<file path="config.mk">
export PLATFORM = sky130hd
export DESIGN_NAME = if_id_pipe_reg
export DESIGN_NICKNAME = d
export VERILOG_FILES = /design/src/rtl/if_id_pipe_reg.sv
export SDC_FILE = /design/constraint.sdc
export NUM_CORES = 1
export LEC_CHECK = 0
export ABC_AREA = 0
export CAP_MARGIN = 10
export CORE_MARGIN = 5
export CORE_UTILIZATION = 37
export CTS_BUF_LIST = sky130_fd_sc_hd__clkbuf_8
export CTS_CLUSTER_SIZE = 40
export DETAILED_ROUTE_END_ITERATION = 8
export GPL_TIMING_DRIVEN = 0
export PLACE_DENSITY = 0.8
export SLEW_MARGIN = 0
export SYNTH_ARGS = -nofsm -noshare
export SYNTH_HDL_FRONTEND = slang
export SYNTH_SLANG_ARGS = --single-unit
</file>
<file path="constraint.sdc">
create_clock -name clk -period 2.5 [get_ports clk]
set_clock_uncertainty 0.2 [all_clocks]
set_input_delay 0.375 -clock clk [delete_from_list [all_inputs] [get_ports clk]]
set_output_delay 0.375 -clock clk [all_outputs]
set_load 0.005 [all_outputs]
</file>
<file path="src/rtl/if_id_pipe_reg.sv">
`default_nettype none
// ============================================================================
//  Module   : if_id_pipe_reg
//  Purpose  : IF/ID pipeline register for the RV32I 5-stage core. It also
//             owns front-end stall/flush control: PC write enable and the
//             ID/EX bubble request.
//  Options  : HAZARD_STATS_EN adds saturating stall/flush event counters.
//  Revision : 1.0 - initial release
// ============================================================================
module if_id_pipe_reg #(
    parameter int          XLEN      = 32,
    parameter logic [31:0] NOP_INSTR = 32'h0000_0013,
    parameter int          CNT_W     = 32
) (
    input  logic            clk,
    input  logic            rst_n,
    input  logic [31:0]     instr_IF,
    input  logic [XLEN-1:0] pc_IF,
    input  logic [XLEN-1:0] pc_plus4_IF,
    input  logic            load_use_hazard_in,
    input  logic            branch_taken_in,
    output logic [31:0]     instr_IF_ID,
    output logic [XLEN-1:0] pc_IF_ID,
    output logic [XLEN-1:0] pc_plus4_IF_ID,
    output logic            valid_IF_ID,
    output logic [4:0]      rs1_IF_ID,
    output logic [4:0]      rs2_IF_ID,
    output logic            pc_write_en_out,
    output logic            id_ex_bubble_out
`ifdef HAZARD_STATS_EN
    ,
    output logic [CNT_W-1:0] stall_cnt_out,
    output logic [CNT_W-1:0] flush_cnt_out
`endif
);

    localparam logic [1:0] c_ST_FILL = 2'd0;
    localparam logic [1:0] c_ST_RUN  = 2'd1;
    localparam logic [1:0] c_ST_HOLD = 2'd2;

    logic [1:0]      r_state;
    logic [31:0]     r_instr;
    logic [XLEN-1:0] r_pc;
    logic [XLEN-1:0] r_pc_plus4;
    logic            r_valid;

    logic            w_in_fill;
    logic            w_stall;
    logic            w_flush;

    // EX holds only a bubble during FILL, so neither hazard can act then.
    assign w_in_fill = (r_state == c_ST_FILL);
    assign w_stall   = load_use_hazard_in & r_valid & ~w_in_fill;
    assign w_flush   = branch_taken_in & ~w_in_fill;

    always_ff @(posedge clk or negedge rst_n) begin
        if (!rst_n) begin
            r_state    <= c_ST_FILL;
            r_instr    <= NOP_INSTR;
            r_pc       <= '0;
            r_pc_plus4 <= '0;
            r_valid    <= 1'b0;
        end else begin
            case (r_state)
                c_ST_FILL: begin
                    r_instr    <= instr_IF;
                    r_pc       <= pc_IF;
                    r_pc_plus4 <= pc_plus4_IF;
                    r_valid    <= 1'b1;
                    r_state    <= c_ST_RUN;
                end
                c_ST_RUN, c_ST_HOLD: begin
                    if (w_flush) begin
                        r_instr <= NOP_INSTR;
                        r_valid <= 1'b0;
                        r_state <= c_ST_RUN;
                    end else if (w_stall) begin
                        r_state <= c_ST_HOLD;
                    end else begin
                        r_instr    <= instr_IF;
                        r_pc       <= pc_IF;
                        r_pc_plus4 <= pc_plus4_IF;
                        r_valid    <= 1'b1;
                        r_state    <= c_ST_RUN;
                    end
                end
                default: begin
                    r_instr <= NOP_INSTR;
                    r_valid <= 1'b0;
                    r_state <= c_ST_FILL;
                end
            endcase
        end
    end

    assign instr_IF_ID      = r_instr;
    assign pc_IF_ID         = r_pc;
    assign pc_plus4_IF_ID   = r_pc_plus4;
    assign valid_IF_ID      = r_valid;
    assign rs1_IF_ID        = r_valid ? r_instr[19:15] : 5'd0;
    assign rs2_IF_ID        = r_valid ? r_instr[24:20] : 5'd0;
    assign pc_write_en_out  = ~w_stall | branch_taken_in;
    assign id_ex_bubble_out = w_stall | branch_taken_in;

`ifdef HAZARD_STATS_EN
    localparam logic [CNT_W-1:0] c_CNT_ONE = {{(CNT_W-1){1'b0}}, 1'b1};

    logic [CNT_W-1:0] r_stall_cnt;
    logic [CNT_W-1:0] r_flush_cnt;
    logic             w_stall_taken;

    // A flush pre-empts a concurrent stall, so only one event is counted.
    assign w_stall_taken = w_stall & ~w_flush;

    always_ff @(posedge clk or negedge rst_n) begin
        if (!rst_n) begin
            r_stall_cnt <= '0;
            r_flush_cnt <= '0;
        end else begin
            if (w_stall_taken && (r_stall_cnt != '1)) begin
                r_stall_cnt <= r_stall_cnt + c_CNT_ONE;
            end
            if (w_flush && (r_flush_cnt != '1)) begin
                r_flush_cnt <= r_flush_cnt + c_CNT_ONE;
            end
        end
    end

    assign stall_cnt_out = r_stall_cnt;
    assign flush_cnt_out = r_flush_cnt;
`else
    // Keeps CNT_W referenced when the counters are compiled out.
    logic [CNT_W-1:0] w_unused_cnt;
    assign w_unused_cnt = '0;
`endif

endmodule
`default_nettype wire
</file>
==> metrics.md <==
| Metric | Value |
|---|---|
| Outcome | completed |
| Syn Nets | around 420 |
| Avg WL per Cell | between 15 and 20 um |
| TritonCTS clock tree | done |
| Ys Warns | 0 |
| Synthesized flop and latch total | between 90 and 100 |
| Crit path kind | reg2reg |
| Routability cong. | between 0.8 and 0.9 |
| Final period util | 0.9419 |
| Largest net degree at the start of global routing | 53 |
| Final Setup Violations | 0 |
| Post-synth top area share | 0.5822 |
| Critical Path RT | 2.52 ns |
| Via count | roughly 3.5k |
| Total GRT Usage | 0.1807 |
| Fraction of registers with async set/reset | 1.000 |
| Worst Hold Class | reg2reg |
| Mapped Cells | 319 |
| FMAX | about 420 MHz |
| HP Start | pc_plus4_IF_ID[10] |
| Initial Utilization | 0.3790 |
| Slew Viols, Final | 0 |
| Global-route wire length before repair | about 19,000 um |
| Seq/Total Area, Yosys | 0.6013 |
| Layout cells sized above 1 | 0.08257 |
| ANT cells | 0 |
| Clock transition at path regs | about 0.090 ns |
| Initial antenna violation count | 0 |
| Worst Setup Slack, final | about 0.15 ns |
| Grt ovf | 0 |
| Critical path startpoint category | register |
| DR iter-0 viols | 86 |
| Setup TNS | 0 ns |
| MaxCap Viol Count | 0 |
| Vias in the first global route | 3,634 |
| # IOs | around 210 |
| Number of buffers added on ports | approximately 210 |
| Number of synthesized flops with an enable pin | 0 |
| Total routed wirelength | 12,100 um |
| Worst Reg-to-Reg Cells | 7 |
| Unique masters post-synth | 26 |
| Fillers | 879 |
| Endpoint class of the critical path | register |
| Routed vias/inst | around 5.0 |
| Synth Flop Type | dfrtp_1 |
| Root Buffer | clkbuf_8 |
| Die H | ~120 um |
| Worst endpoint data arrival time | 2.38 ns |
| Top post-synthesis cells by count | dfrtp_1 (96), mux2_1 (52), o21ai_0 (34) |
| P_leak | 2.659 nW |
| FF-to-FF setup slack | between 0.1 and 0.15 ns |
| Worst setup slack after placement | -0.3951 ns |
| RSZ-0062 raised after global routing | no |
| Total power divided by cell area | roughly 1200 nW/um^2 |
| Syn Area/Cell | between 10 and 15 sq um |
| Clock sink total | between 90 and 100 |
| Total die area | between 10,000 and 15,000 sq um |
| Cell taking the most area after synthesis | dfrtp_1 |
| DR pass1 iterations | 4 |
| DRC | 0 |
| Synth area leaders | dfrtp_1 (58%), mux2_1 (14%), o31ai_1 (5.3%) |
| Critical path's largest stage delay | between 0.3 and 0.4 ns |
| Max Fanout on Critical Path | 10 |
| Final nets | 644 |
| Core ar. | 10,890 sq um |
| Hold EP | pc_plus4_IF_ID[10] |
| TritonCTS Buffers | 9 |
| Worst r2r src | r_state[1] |
| Reg-to-reg endpoint | pc_plus4_IF_ID[26] |
| Critical Path Slowest Stage Cell | dfrtp_1 |
| P&R area growth vs syn | 61.31% |
| Critical Path, Cell by Cell | inv_1 -> ha_2 -> and4b_2 -> a211oi_4 -> buf_12 -> buf_8 -> mux2_1 |
| Crit path time final | 2.355 ns |
| Rel. slew slack | 0.5809 |
| Htree depth | 3 |
| Endpoints failing hold | 0 |
| ANT nets after route | 0 |
| Deepest clock path buffer count | 2 |
| Row Count | 38 |
| Dpl hpwl | ~9600 um |
| Worst-margin pin slew | around 0.63 ns |
| Worst hold path depth | 1 |
| Most common cell in the netlist | dfrtp_1 |
| Max IR drop VDD | around 0.00083 V |
| Mapped cell area | between 4000 and 5000 sq um |
| Clk Latency, worst-skew pair | between 0.3 and 0.4 ns |
| Die X | 115.6 um |
worst max path at each step:
stage,slack (ns),depth (start not counted),end,start
floorplan,0.02,8,pc_plus4_IF_ID[0],r_state[0]
global placement,-2.71,1,pc_IF_ID[10],rst_n
detailed placement,-0.40,6,pc_IF_ID[26],branch_taken_in
CTS,-0.005,9,pc_IF_ID[26],r_state[1]
global route,0.06,7,pc_plus4_IF_ID[26],r_state[1]
finish,0.15,7,pc_plus4_IF_ID[26],r_state[1]
cell families (layout without fill, tap and decap cells):
| group | after synthesis | in the layout | synth area share |
|---|---|---|---|
| buffers and inverters | 32 | 258 | 0.04033 |
| AO/OA/AOI/OAI | 71 | 71 | 0.1089 |
| multiplexers | 64 | 64 | 0.1747 |
| adder cells (fa/ha/maj) | 3 | 3 | 0.009097 |
| flip-flops | 99 | 99 | 0.6013 |
| AND/OR/NAND/NOR | 50 | 50 | 0.06580 |
worst max-delay path: cells and delay by family, from the launching register on:
kind | cells | cell delay [ns]
AO/OA/AOI/OAI | 1 | 0.25
adder cells (fa/ha/maj) | 1 | 0.34
buffers and inverters | 3 | 0.43
flip-flops | 1 | 0.39
AND/OR/NAND/NOR | 1 | 0.27
multiplexers | 1 | 0.34
per-stage QoR:
stage | util | cells | hold WS, ns | instance area (sq um) | power, W
after floorplan | - | 319 | -0.1206 | 4126 | 0.004655
after global placement | 0.5863 | 667 | 0.2654 | 6384 | 0.006960
after detailed placement | 0.5886 | 668 | 0.2299 | 6409 | 0.007126
after CTS | 0.6094 | 686 | 0.2948 | 6635 | 0.008210
after global routing | 0.6114 | 685 | 0.3056 | 6656 | 0.008705
final | 0.6114 | 685 | 0.2899 | 6656 | 0.008156
placed cells by master (no fill, tap or decap), types with 2 or more instances in the layout:
master,instances
o31ai_1,29
dfrtp_1,96
and2_1,10
ha_1,2
clkbuf_8,9
nand3_1,29
mux2_2,12
nor3_1,3
o21ai_0,34
buf_4,3
nand2_1,2
inv_1,3
a21oi_1,3
dfstp_2,3
clkdlybuf4s50_1,206
buf_1,2
clkbuf_1,18
mux2_1,52
buf_8,6
clkinv_2,4
a31oi_1,3
sequential cells by signal (all words and copies together) (netlist names):
| signal | count |
|---|---|
| valid_IF_ID | 1 |
| instr_IF_ID | 32 |
| r_state | 2 |
| pc_IF_ID | 32 |
| pc_plus4_IF_ID | 32 |
cell type report:
type	count	area, sq um	share of cell area
clock buffers	9	123.9	0.01861
well taps	140	175.2	0.02632
inverters	3	11.26	0.001692
repair buffers	213	2155	0.3237
flip-flops and latches	99	2481	0.3727
multi-input cells	188	1483	0.2227
clock inverters	6	57.56	0.008647
plain buffers	27	170.2	0.02556
timing repair:
action                                 CTS  global route
pin swaps                                1             2
resized for setup                        3             7
buffers inserted                         2             1
setup endpoints to repair               75            70
endpoints found under the hold margin   47             0
hold buffers                             1             0
routing by layer:
layer | GRT usage | vias to the layer above | share of wire
met2 | 0.3133 | 153 | 0.51
met1 | 0.2183 | 1694 | 0.39
met4 | 0.06025 | 0 | 0.017
met5 | 0 | - | 0
met3 | 0.04856 | 18 | 0.087
li1 | - | 1593 | -
report_power, final:
part           internal, W  leakage [nW]  switching [W]
clock network     0.000451        0.0946       0.000534
registers          0.00241          1.18       0.000428
logic              0.00263          1.38        0.00171
Note: power is estimated with default switching activity, not from simulation.
==> RTL change, RTL diff (config.mk and constraints unchanged) <==
The option `HAZARD_STATS_EN` is turned on by a define.
--- a/src/rtl/if_id_pipe_reg.sv
+++ b/src/rtl/if_id_pipe_reg.sv
@@ -8,4 +8,6 @@
 //  Revision : 1.0 - initial release
 // ============================================================================
+`define HAZARD_STATS_EN
+
 module if_id_pipe_reg #(
     parameter int          XLEN      = 32,
Function (old outputs only; new: flush_cnt_out and stall_cnt_out): kept (equiv_simple and equiv_induct, registers matched by name and starting in step).
==> RTL change against the original RTL <==
Sequential share of layout area up 1.9 points. Core utilization decreased by 3.6 points. Sequential cell count is 64 higher. Synthesized area is 66% higher. Hold slack lost 25 ps. Setup slack got worse by 30 ps. Power increased by 30%. Non-clock buffer count up 55. Clock power grew 110%. Synthesized cell count is 67% higher. Wire length grew 55%. Cell area rose by 56%. Critical endpoint is now flush_cnt_out[29]$_DFFE_PN0P_.
==> RTL change: results (changes against the original RTL) <==
status: "completed"
dr_wl_met3_mm: 1.31  # +24%
post-place-cells: 1035  # +55%
numCtsBuffers: 17  # +8
hold_ws_ps: 265  # -25.0 ps
ir_drop_mv: 0.723  # -13%
place_area_sq_mm: 0.00988  # +54%
crit_family: "simple AND/OR/NAND/NOR gates"
grt_use_total_pct: 17.5  # -0.56 points
synth_commonest_cells: "dfrtp_1 (160), mux2_2 (65), xnor2_1 (41)"
hold_class: "input port to flop"
syn_inst: 533  # +67%
power.switching_mw: 3.21  # +20%
arrival_ps: 2540  # +160 ps
grt_pass1_wl_mm: 30.2  # +59%
cp_slowest_stage_delay_ps: 430  # +40 ps
met3_usage_pct: 5.76  # +0.91 points
pre_cts_ws_ps: -674  # -279 ps
drv_cap: 0  # unchanged
n_fill_cell: 1546  # +76%
io_buffer_count: 272  # +31%
antenna_cells: 0  # unchanged
p_leak_nw: 4.41  # +66%
layout.nets: 931  # +45%
clk_latency_ps: 430  # +80 ps
synth_async_sr_flop_share_pct: 100  # unchanged
grt_pass1_vias: 5517  # +52%
place.gp.congestion: 0.757  # -5.8%
clock_power_mw: 2.03  # +110%
num_vias: 5288  # +53%
worst-r2r-setup-slack_ps: 120  # -30 ps
post-route-period-util_pct: 95.4  # +1.2 points
htree_levels: 4  # +1
first_iter_violations: 162  # +88%
met1_usage_pct: 22.6  # +0.76 points
clock_power_share_pct: 19.1  # +7.0 points
synthDistinctLibCells: 41  # +58%
worstMarginPinSlew_ps: 701  # +72.1 ps
syn-num-nets: 638  # +51%
drt-met1-wl_mm: 8.11  # +72%
seq-power_mw: 4.07  # +43%
hpwl_mm: 14.2  # +48%
wl_met2_mm: 9.03  # +48%
synth_area_leaders: "dfrtp_1 (59%), mux2_2 (11%), xnor2_1 (5.2%)"
clockBufferDepth: 2  # unchanged
drive_gt1_share_pct: 16.0  # +7.7 points
wl_per_cell_um: 17.6  # -0.54%
grt_start_max_net_pins: 94  # +77%
met2_usage_pct: 28.4  # -2.9 points
ys_seq_area_share_pct: 59.7  # -0.45 points
viasPerCell: 4.95  # -1.9%
critPathSlowestCell: "dfrtp_1"
==> RTL change: final cells by class <==
cell class / instances / area [sq um] / area share, %
flip-flops and latches: 163 / 4080 / 39.2
repair buffers: 276 / 2780 / 26.7
multi-input cells: 344 / 2730 / 26.2
well taps: 229 / 287 / 2.75
clock buffers: 17 / 234 / 2.25
clock inverters: 15 / 181 / 1.74
plain buffers: 19 / 98.8 / 0.949
inverters: 5 / 18.8 / 0.180
==> RTL change: what timing repair did <==
item                                    in CTS  in global routing
endpoints found under the setup margin      88                 88
hold buffers                                 1                  0
pin swaps                                    0                  1
hold endpoints to repair                    92                  0
resized for setup                           14                 22
buffers inserted                             2                  0
==> RTL change: path summary, 6_finish.rpt <==
path                                                    start                        endpoint  cells past startpoint
worst max-delay path             flush_cnt_out[0]$_DFFE_PN0P_   flush_cnt_out[29]$_DFFE_PN0P_                      7
worst min-delay path                              instr_IF[0]      instr_IF_ID[0]$_DFFE_PN1P_                      3
worst max register to register   flush_cnt_out[0]$_DFFE_PN0P_   flush_cnt_out[29]$_DFFE_PN0P_                      7
worst min register to register  flush_cnt_out[31]$_DFFE_PN0P_   flush_cnt_out[31]$_DFFE_PN0P_                      1
max in group asynchronous                               rst_n  pc_plus4_IF_ID[13]$_DFFE_PN0P_                      3
min in group asynchronous                               rst_n   flush_cnt_out[25]$_DFFE_PN0P_                      2
==> RTL change: logic make-up (layout without fill, tap and decap cells) <==
group / after synthesis / after routing / synth area share (%)
and+or+nand+nor: 165 / 165 / 13.5
DFF: 163 / 163 / 59.7
muxes: 66 / 66 / 10.9
xor gates and xnor gates: 60 / 60 / 7.68
AOI/OAI and AO/OA: 48 / 48 / 5.82
buffers and inverters: 26 / 332 / 1.54
adders and majority gates: 5 / 5 / 0.914
